$ cat src/rtl/tdc_measure_ctrl.sv
// -----------------------------------------------------------------------------
// tdc_measure_ctrl
// Sequencer for one TDC measurement channel built around fine_counter.
// It arms the channel and detects the start and stop hits. It counts whole clk
// cycles (the coarse count) between the two hits. It then waits for the fine
// encoder to settle and merges the coarse and fine codes into one result word.
// The result is offered on a valid/ready handshake. After the handshake the
// fine delay line is held in reset for CLR_CYC cycles.
//
// Optional feature macro: TDC_TIMEOUT_EN
//   When defined, a run that reaches a coarse count of TIMEOUT without a stop
//   hit is aborted. It returns {TIMEOUT, 0} with timeout=1.
//   When undefined, RUN waits for stop indefinitely and timeout stays 0.
//
// Ports
//   clk          in   system clock
//   reset        in   asynchronous, active-low reset
//   arm          in   1-cycle pulse, arms one measurement (ignored while busy)
//   start_hit    in   asynchronous start event, rising edge significant
//   stop_hit     in   asynchronous stop event, rising edge significant
//   fine_data    in   encoded fine code from fine_counter
//   fine_start   out  drives fine_counter.start
//   fine_reset   out  drives fine_counter.reset (active-high)
//   result       out  {coarse, fine}
//   result_valid out  result holds a completed measurement
//   result_ready in   consumer accepts result
//   busy         out  high in every state except IDLE
//   overflow     out  coarse counter saturated during this result
//   timeout      out  result is an aborted measurement
// -----------------------------------------------------------------------------
module tdc_measure_ctrl #(
  parameter int COARSE_W = 16,
  parameter int FINE_W   = 10,
  parameter int FINE_LAT = 3,
  parameter int CLR_CYC  = 2,
  parameter int TIMEOUT  = 4000
) (
  input  logic                       clk,
  input  logic                       reset,
  input  logic                       arm,
  input  logic                       start_hit,
  input  logic                       stop_hit,
  input  logic [FINE_W-1:0]          fine_data,
  output logic                       fine_start,
  output logic                       fine_reset,
  output logic [COARSE_W+FINE_W-1:0] result,
  output logic                       result_valid,
  input  logic                       result_ready,
  output logic                       busy,
  output logic                       overflow,
  output logic                       timeout
);

  typedef enum logic [2:0] {
    IDLE   = 3'd0,
    ARMED  = 3'd1,
    RUN    = 3'd2,
    SETTLE = 3'd3,
    DONE   = 3'd4,
    CLEAR  = 3'd5
  } state_t;

  localparam logic [COARSE_W-1:0] COARSE_MAX = {COARSE_W{1'b1}};
  localparam logic [COARSE_W-1:0] TIMEOUT_C  = COARSE_W'(TIMEOUT);
  localparam logic [3:0]          FINE_LAT_C = 4'(FINE_LAT);
  localparam logic [3:0]          CLR_LAST_C = 4'(CLR_CYC - 1);

  state_t                       state_r, state_nxt_s;
  logic [2:0]                   start_sync_r, stop_sync_r;
  logic                         start_edge_s, stop_edge_s;
  logic [3:0]                   cnt_r, cnt_nxt_s;
  logic [COARSE_W-1:0]          coarse_r, coarse_nxt_s, coarse_inc_s;
  logic [COARSE_W+FINE_W-1:0]   result_r, result_nxt_s;
  logic                         valid_r, valid_nxt_s;
  logic                         overflow_r, overflow_nxt_s;
  logic                         timeout_r, timeout_nxt_s;
  logic                         fine_start_r, fine_start_nxt_s;
  logic                         fine_reset_r, fine_reset_nxt_s;
  logic                         busy_r;

`ifndef TDC_TIMEOUT_EN
  // Without the abort feature the limit constant has no consumer.
  logic [COARSE_W-1:0] timeout_unused_s;
  assign timeout_unused_s = TIMEOUT_C;
`endif

  // Bit 1 is the synchronised level and bit 2 is its one-cycle-old copy.
  assign start_edge_s = start_sync_r[1] & ~start_sync_r[2];
  assign stop_edge_s  = stop_sync_r[1]  & ~stop_sync_r[2];

  // The coarse count saturates instead of wrapping.
  assign coarse_inc_s = (coarse_r == COARSE_MAX) ? coarse_r : coarse_r + COARSE_W'(1);

  // Hit synchronisers and edge-history flops.
  always_ff @(posedge clk or negedge reset) begin
    if (!reset) begin
      start_sync_r <= 3'b000;
      stop_sync_r  <= 3'b000;
    end else begin
      start_sync_r <= {start_sync_r[1:0], start_hit};
      stop_sync_r  <= {stop_sync_r[1:0],  stop_hit};
    end
  end

  // State register plus every registered output and datapath register.
  always_ff @(posedge clk or negedge reset) begin
    if (!reset) begin
      state_r      <= IDLE;
      cnt_r        <= 4'd0;
      coarse_r     <= '0;
      result_r     <= '0;
      valid_r      <= 1'b0;
      overflow_r   <= 1'b0;
      timeout_r    <= 1'b0;
      fine_start_r <= 1'b0;
      fine_reset_r <= 1'b1;
      busy_r       <= 1'b0;
    end else begin
      state_r      <= state_nxt_s;
      cnt_r        <= cnt_nxt_s;
      coarse_r     <= coarse_nxt_s;
      result_r     <= result_nxt_s;
      valid_r      <= valid_nxt_s;
      overflow_r   <= overflow_nxt_s;
      timeout_r    <= timeout_nxt_s;
      fine_start_r <= fine_start_nxt_s;
      fine_reset_r <= fine_reset_nxt_s;
      busy_r       <= (state_nxt_s != IDLE);
    end
  end

  // Next-state and next-register-value logic.
  always_comb begin
    state_nxt_s      = state_r;
    cnt_nxt_s        = cnt_r;
    coarse_nxt_s     = coarse_r;
    result_nxt_s     = result_r;
    valid_nxt_s      = valid_r;
    overflow_nxt_s   = overflow_r;
    timeout_nxt_s    = timeout_r;
    fine_start_nxt_s = fine_start_r;
    fine_reset_nxt_s = fine_reset_r;
    case (state_r)
      IDLE: begin
        fine_start_nxt_s = 1'b0;
        if (arm) begin
          state_nxt_s      = ARMED;
          fine_reset_nxt_s = 1'b0;
          overflow_nxt_s   = 1'b0;
          timeout_nxt_s    = 1'b0;
        end else begin
          fine_reset_nxt_s = 1'b1;
        end
      end
      ARMED: begin
        // A lone stop edge is ignored. A start edge together with a stop
        // edge yields a zero-length run.
        if (start_edge_s) begin
          coarse_nxt_s     = '0;
          fine_start_nxt_s = 1'b1;
          cnt_nxt_s        = 4'd0;
          if (stop_edge_s) begin
            state_nxt_s = SETTLE;
          end else begin
            state_nxt_s = RUN;
          end
        end else begin
          state_nxt_s = ARMED;
        end
      end
      RUN: begin
        // The stop-edge cycle still counts, so coarse equals the number of
        // clk edges between the detected start and stop edges.
        if (stop_edge_s) begin
          coarse_nxt_s   = coarse_inc_s;
          overflow_nxt_s = overflow_r | (coarse_inc_s == COARSE_MAX);
          cnt_nxt_s      = 4'd0;
          state_nxt_s    = SETTLE;
`ifdef TDC_TIMEOUT_EN
        end else if (coarse_r == TIMEOUT_C) begin
          result_nxt_s  = {TIMEOUT_C, {FINE_W{1'b0}}};
          timeout_nxt_s = 1'b1;
          valid_nxt_s   = 1'b1;
          state_nxt_s   = DONE;
`endif
        end else begin
          coarse_nxt_s   = coarse_inc_s;
          overflow_nxt_s = overflow_r | (coarse_inc_s == COARSE_MAX);
        end
      end
      SETTLE: begin
        // FINE_LAT full cycles pass before fine_data is sampled.
        if (cnt_r == FINE_LAT_C) begin
          result_nxt_s = {coarse_r, fine_data};
          valid_nxt_s  = 1'b1;
          state_nxt_s  = DONE;
        end else begin
          cnt_nxt_s = cnt_r + 4'd1;
        end
      end
      DONE: begin
        if (valid_r && result_ready) begin
          valid_nxt_s      = 1'b0;
          fine_start_nxt_s = 1'b0;
          fine_reset_nxt_s = 1'b1;
          cnt_nxt_s        = 4'd0;
          state_nxt_s      = CLEAR;
        end else begin
          state_nxt_s = DONE;
        end
      end
      CLEAR: begin
        if (cnt_r == CLR_LAST_C) begin
          state_nxt_s = IDLE;
        end else begin
          cnt_nxt_s = cnt_r + 4'd1;
        end
      end
      default: begin
        state_nxt_s = IDLE;
      end
    endcase
  end

  assign fine_start   = fine_start_r;
  assign fine_reset   = fine_reset_r;
  assign result       = result_r;
  assign result_valid = valid_r;
  assign busy         = busy_r;
  assign overflow     = overflow_r;
  assign timeout      = timeout_r;

endmodule
$ cat config.mk
export PLATFORM = sky130hd
export DESIGN_NAME = tdc_measure_ctrl
export DESIGN_NICKNAME = d
export VERILOG_FILES = /design/src/rtl/tdc_measure_ctrl.sv
export SDC_FILE = /design/constraint.sdc
export NUM_CORES = 1
export LEC_CHECK = 0
export CAP_MARGIN = 10
export CORE_ASPECT_RATIO = 1.25
export CORE_UTILIZATION = 50
export DETAILED_ROUTE_END_ITERATION = 8
export PLACE_DENSITY = 0.88
export SYNTH_ARGS = -nofsm -noshare
export SYNTH_HDL_FRONTEND = slang
export SYNTH_SLANG_ARGS = --single-unit
$ cat constraint.sdc
create_clock -name clk -period 4.5 [get_ports clk]
set_input_delay 0.9 -clock clk [delete_from_list [all_inputs] [get_ports clk]]
set_output_delay 0.9 -clock clk [all_outputs]
set_load 0.03 [all_outputs]
=== Word level (Yosys, flattened, before mapping) ===
Index checks and enable logic that the tools add are counted.
Widths: inputs -> output; s select.

* Bits in registers: 60
* Input port bits: 16

* Add/subtract/negate cells: 2
* Equal/unequal tests: 16
* Mux-type cells: 27
* Bitwise operators: 5
* Reductions and logical operators: 16

{| class="wikitable"
|+ Operator list
! operator !! count
|-
| $eq 16x16->1 const B || 2
|-
| $mux 16 || 2
|-
| $pmux 16 s2 || 1
|-
| $mux 4 || 5
|-
| $pmux 4 s5 || 1
|-
| $pmux 3 s6 || 1
|-
| $add 16x1->16 const B || 1
|-
| $mux 3 || 5
|-
| $ne 2x2->1 const B || 7
|-
| $mux 1 || 8
|-
| $reduce_and 2->1 || 4
|-
| $reduce_bool 2->1 || 4
|-
| $eq 3x2->1 const B || 2
|-
| $eq 3x3->1 const B || 2
|-
| $pmux 1 s2 || 3
|-
| $reduce_and 3->1 || 2
|-
| $reduce_and 6->1 || 1
|-
| $reduce_bool 3->1 || 2
|-
| $reduce_bool 5->1 || 1
|-
| $add 4x1->4 const B || 1
|-
| $eq 4x1->1 const B || 1
|-
| $eq 4x2->1 const B || 1
|-
| $eq 3x1->1 const B || 1
|-
| $logic_not 3->1 || 1
|-
| other kinds (5) || 7
|}

=== Depth between registers and ports, before layout ===
* Depth in word-level cells: 6
* Gate-level depth with buffers: 7

=== Least setup slack after synthesis ===
No wires, ideal clock.

* Kind: input -> register
* Start: input result_ready
* End: register cnt_r[0]
* Setup time: 0.118 ns
* Data arrival time: 1.846 ns
* Setup slack: 2.535 ns
* Cell stages on the path: 5
* Path buffers: 0
* Cells stage by stage: a21boi_0 -> a22oi_1 -> o211ai_1 -> nor3_1 -> a21o_1

* Word-level cells in the longest chain between the ends: 3

{| class="wikitable"
|+ RTL lines
! what !! RTL line !! source
|-
| start, declared || 48 || <nowiki>input logic result_ready,</nowiki>
|-
| $logic_and 1x1->1 || 202 || <nowiki>if (valid_r && result_ready) begin</nowiki>
|-
| $ne 2x2->1 (no line) || n/a ||
|-
| $reduce_and 6->1 (no line) || n/a ||
|-
| end signal, assigned || 120 || <nowiki>cnt_r <= cnt_nxt_s;</nowiki>
|-
| end, declared || 71 || <nowiki>logic [3:0] cnt_r, cnt_nxt_s;</nowiki>
|}

No other way between the ends.
A chain may end at the register's enable or synchronous reset.

=== Worst setup path after layout ===
* Start: register state_r[2]
* End: register busy_r (netlist: busy)

* Word-level cells in the longest chain between the ends: 3
* Elaborated cells on any way between the ends: 12

{| class="wikitable"
|+ RTL lines
! what !! RTL line !! source
|-
| start, declared || 68 || <nowiki>state_t state_r, state_nxt_s;</nowiki>
|-
| start signal, assigned || 119 || <nowiki>state_r <= state_nxt_s;</nowiki>
|-
| $eq 3x3->1, or another cell as far along || 143 || <nowiki>case (state_r)</nowiki>
|-
| $pmux 3 s6 * || 143 ||
|-
| named net state_nxt_s[2] || 68 ||
|-
| $reduce_bool 3->1 * || 128 || <nowiki>busy_r <= (state_nxt_s != IDLE);</nowiki>
|-
| end signal, assigned || 128 ||
|-
| end, declared || 79 || <nowiki>logic busy_r;</nowiki>
|}

Mark *: on every way through the listed nets, which the timed path passes. The rest lies on a longest branch.

==> implementation parameters <==
Parameter                              Value

Die
  Starting Density ... 0.530
  Top-Level Pins ... 48
  Overall die area ... 6170 um^2
  Number of rows in the core area ... 30
  Std-Cell Core Area ... 5520 um^2
  Die width ... 70.4 um
  Chip height ... 87.5 um

Place
  Worst slack after detailed placement ... 1.92 ns
  Post-DP HPWL ... 4.50 mm
  Placed cell areas ... 3360 um^2
  Number of buffer cells added on primary ports ... 46
  Global placement routability congestion ... 0.950
  Count of placed standard cells including taps ... 364

Critical path
  Cell family contributing the most delay on the critical path ... simple AND/OR/NAND/NOR gates
  Sort of element at the start of the critical path ... flop
  Kind of end point of the critical path ... flop
  Startpoint of the lowest-slack register-to-register path ... state_r[2]$_DFF_PN0_
  Data required time at the worst endpoint ... 4.72 ns
  Number of buffer and inverter instances along the worst setup path ... 1
  Data arrival time of the critical path ... 2.71 ns
  Reg2Reg Capture Point ... busy$_DFF_PN0_
  Worst stage delay on the critical path ... 0.57 ns
  Register-to-register setup slack ... 2.01 ns
  Category of the most critical setup path ... flop to flop
  CP startpoint ... state_r[2]$_DFF_PN0_
  Maximum fanout along the worst path ... 17
  Worst reg-to-reg path cell count ... 5
  Worst path cell trace ... and2b_1, nand4_1, buf_4, a21bo_2, or3_1
  Master of the slowest instance on the critical path ... nand4_1

STA
  Setup TNS ... 0 ns
  Setup repair after global routing missed its margin ... false
  Number of setup violations in the final report ... 0
  Final number of hold-violating endpoints ... 0
  Clock skew ... 0.0101 ns
  Worst-case hold slack ... 0.346 ns
  Fraction of the cycle the final worst path needs ... 0.553
  Min setup slack post-route ... 2.01 ns
  Worst-Margin Slew ... 0.852 ns
  Final Max Slew Viols ... 0
  Worst slew margin relative to its limit ... 0.430
  Fmax ... 402 MHz
  Final critical delay including setup and external delays ... 2.49 ns

Clock tree
  CTS tree ... done
  CTS buffer count ... 9
  Clock sink total ... 60
  Root buf cell ... clkbuf_8
  Max H-tree Level ... 3
  Clock insertion delay at the later pin of the skew report ... 0.34 ns
  Clock-pin slew reported for the worst setup and hold paths after clock tree synthesis ... 0.07 ns
  Resized Gates After CTS ... 0
  Post-CTS setup repair buffer count ... 0
  Count of hold-fix buffers inserted at cts ... 0
  Maximum clock path buffer count ... 2

Final layout
  Non-filler instance count after layout ... 380
  Total Nets Final ... 330
  Area overhead of the layout relative to synthesis ... 23.4%
  N_diodes ... 0
  Post-layout instance area ... 3610 um^2
  Post-layout util ... 0.655
  Fraction of layout cells with a size suffix above 1 ... 0.114

Job
  Number of maximum-capacitance constraint violations ... 0

Global routing
  Maximum number of pins on one net before global-route repair ... 61
  Total congestion overflow after global routing ... 0
  Global-route wire length before repair ... 11.0 mm
  Number of antenna violations at the first check in global routing ... 0
  Vias in the first global route ... 2326
  GRT Total Usage ... 0.233

Pwr
  Max rail drop VDD ... 0.000296 V
  Total chip power ... 2.01 mW
  Static leakage ... 1.52 nW
  Power per Cell Area ... 558 nW/um^2

Synth
  Post-synth top cells ... dfrtp_1 (59), nand2_1 (22), a21oi_1 (15)
  Count of flip-flops with a built-in enable after synthesis ... 0
  Leading register cell type out of synthesis ... dfrtp_1
  Most frequent cell after synthesis ... dfrtp_1
  Netlist cell types ... 57
  Cell Area, Synth ... 2930 um^2
  Area share of the leading cell type in the synthesized netlist ... 0.504
  Async set-or-reset flop fraction in the synthesized netlist ... 1.00
  Most area-consuming cells after synthesis ... dfrtp_1 (50%), mux2_1 (4.2%), mux2_2 (4.2%), nand2_1 (2.8%), a21oi_1 (2.6%)
  Sequential cell area fraction in the yosys report ... 0.513
  Yosys warns ... 0
  Mapped Avg Cell Area ... 10.8 um^2
  Syn Nets ... 291
  Post-synthesis sequential element count ... 60
  Syn Inst Count ... 272
  Synth area leader ... dfrtp_1

Route
  Residual DRC count ... 0
  Final wirelength ... 6.57 mm
  Violation count after the first detailed-route iteration ... 238
  Via count normalized by instance count ... 6.22
  Total via count in the routed design ... 2364
  Average detailed-routed wire length per instance ... 17.3 um
  First-pass iteration count of the detailed router ... 4
  Post-detailed-route count of antenna-violating nets ... 0

Hold path
  HP Class ... flop to flop
  End of the worst hold path ... start_sync_r[1]$_DFF_PN0_
  Startpoint of the worst hold path ... start_sync_r[0]$_DFF_PN0_
  Min-Delay Path Depth ... 0

Status
  Status ... finished clean
-- cells in the final DEF (no fill, tap or decap), types with 8 or more instances in the layout --
cell type,netlist,final
o31ai_1,9,9
o21ai_0,10,10
dfrtp_1,59,59
clkdlybuf4s50_1,0,45
nand3_1,11,11
a21oi_1,15,15
mux2_2,11,11
o21ai_1,8,8
mux2_1,11,11
clkbuf_8,0,10
nand2_1,22,22
-- power by group --
group / internal, mW / switching [mW]
Sequential: 0.648 / 0.102
Combinational: 0.271 / 0.398
Clock: 0.383 / 0.214
Total: 1.30 / 0.713
-- state kept, by name, summed over array words and instances, names as in the netlist --
name and cells:
busy 1, cnt_r 4, coarse_r 16, fine_reset 1, fine_start 1, overflow 1, result 26, result_valid 1
start_sync_r 3, state_r 3, stop_sync_r 3
-- how the worst max path moves through the flow --
stage	cells after the start	to
2_1_floorplan	5	cnt_r[0]$_DFFE_PN0P_
3_3_place_gp	6	cnt_r[0]$_DFFE_PN0P_
3_5_place_dp	6	cnt_r[0]$_DFFE_PN0P_
4_1_cts	5	busy$_DFF_PN0_
5_1_grt	5	cnt_r[2]$_DFFE_PN0P_
6_report	5	busy$_DFF_PN0_
-- logic make-up after synthesis --
group,after synthesis,share of synthesized area
AO/OA/AOI/OAI,79,0.183
AND/OR/NAND/NOR,79,0.153
flip-flops,60,0.513
buffers and inverters,27,0.0479
multiplexers,23,0.0881
adder cells (fa/ha/maj),3,0.0128
other,1,0.00128
-- per-layer routing --
layer	global-route usage	vias to the layer above	share of wire
met4	0.153	0	0.038
li1	-	1098	-
met2	0.366	94	0.49
met5	0	-	0
met1	0.288	1150	0.42
met3	0.0552	22	0.053
-- cell type report --
| cell class | instances | area [um^2] |
|---|---|---|
| repair buffers | 48 | 470 |
| clock inverters | 6 | 111 |
| flip-flops and latches | 60 | 1500 |
| well taps | 64 | 80.1 |
| multi-input cells | 185 | 1280 |
| clock buffers | 10 | 138 |
| fillers | 438 | 1910 |
| inverters | 7 | 26.3 |
(Power assumes the default switching activity.)
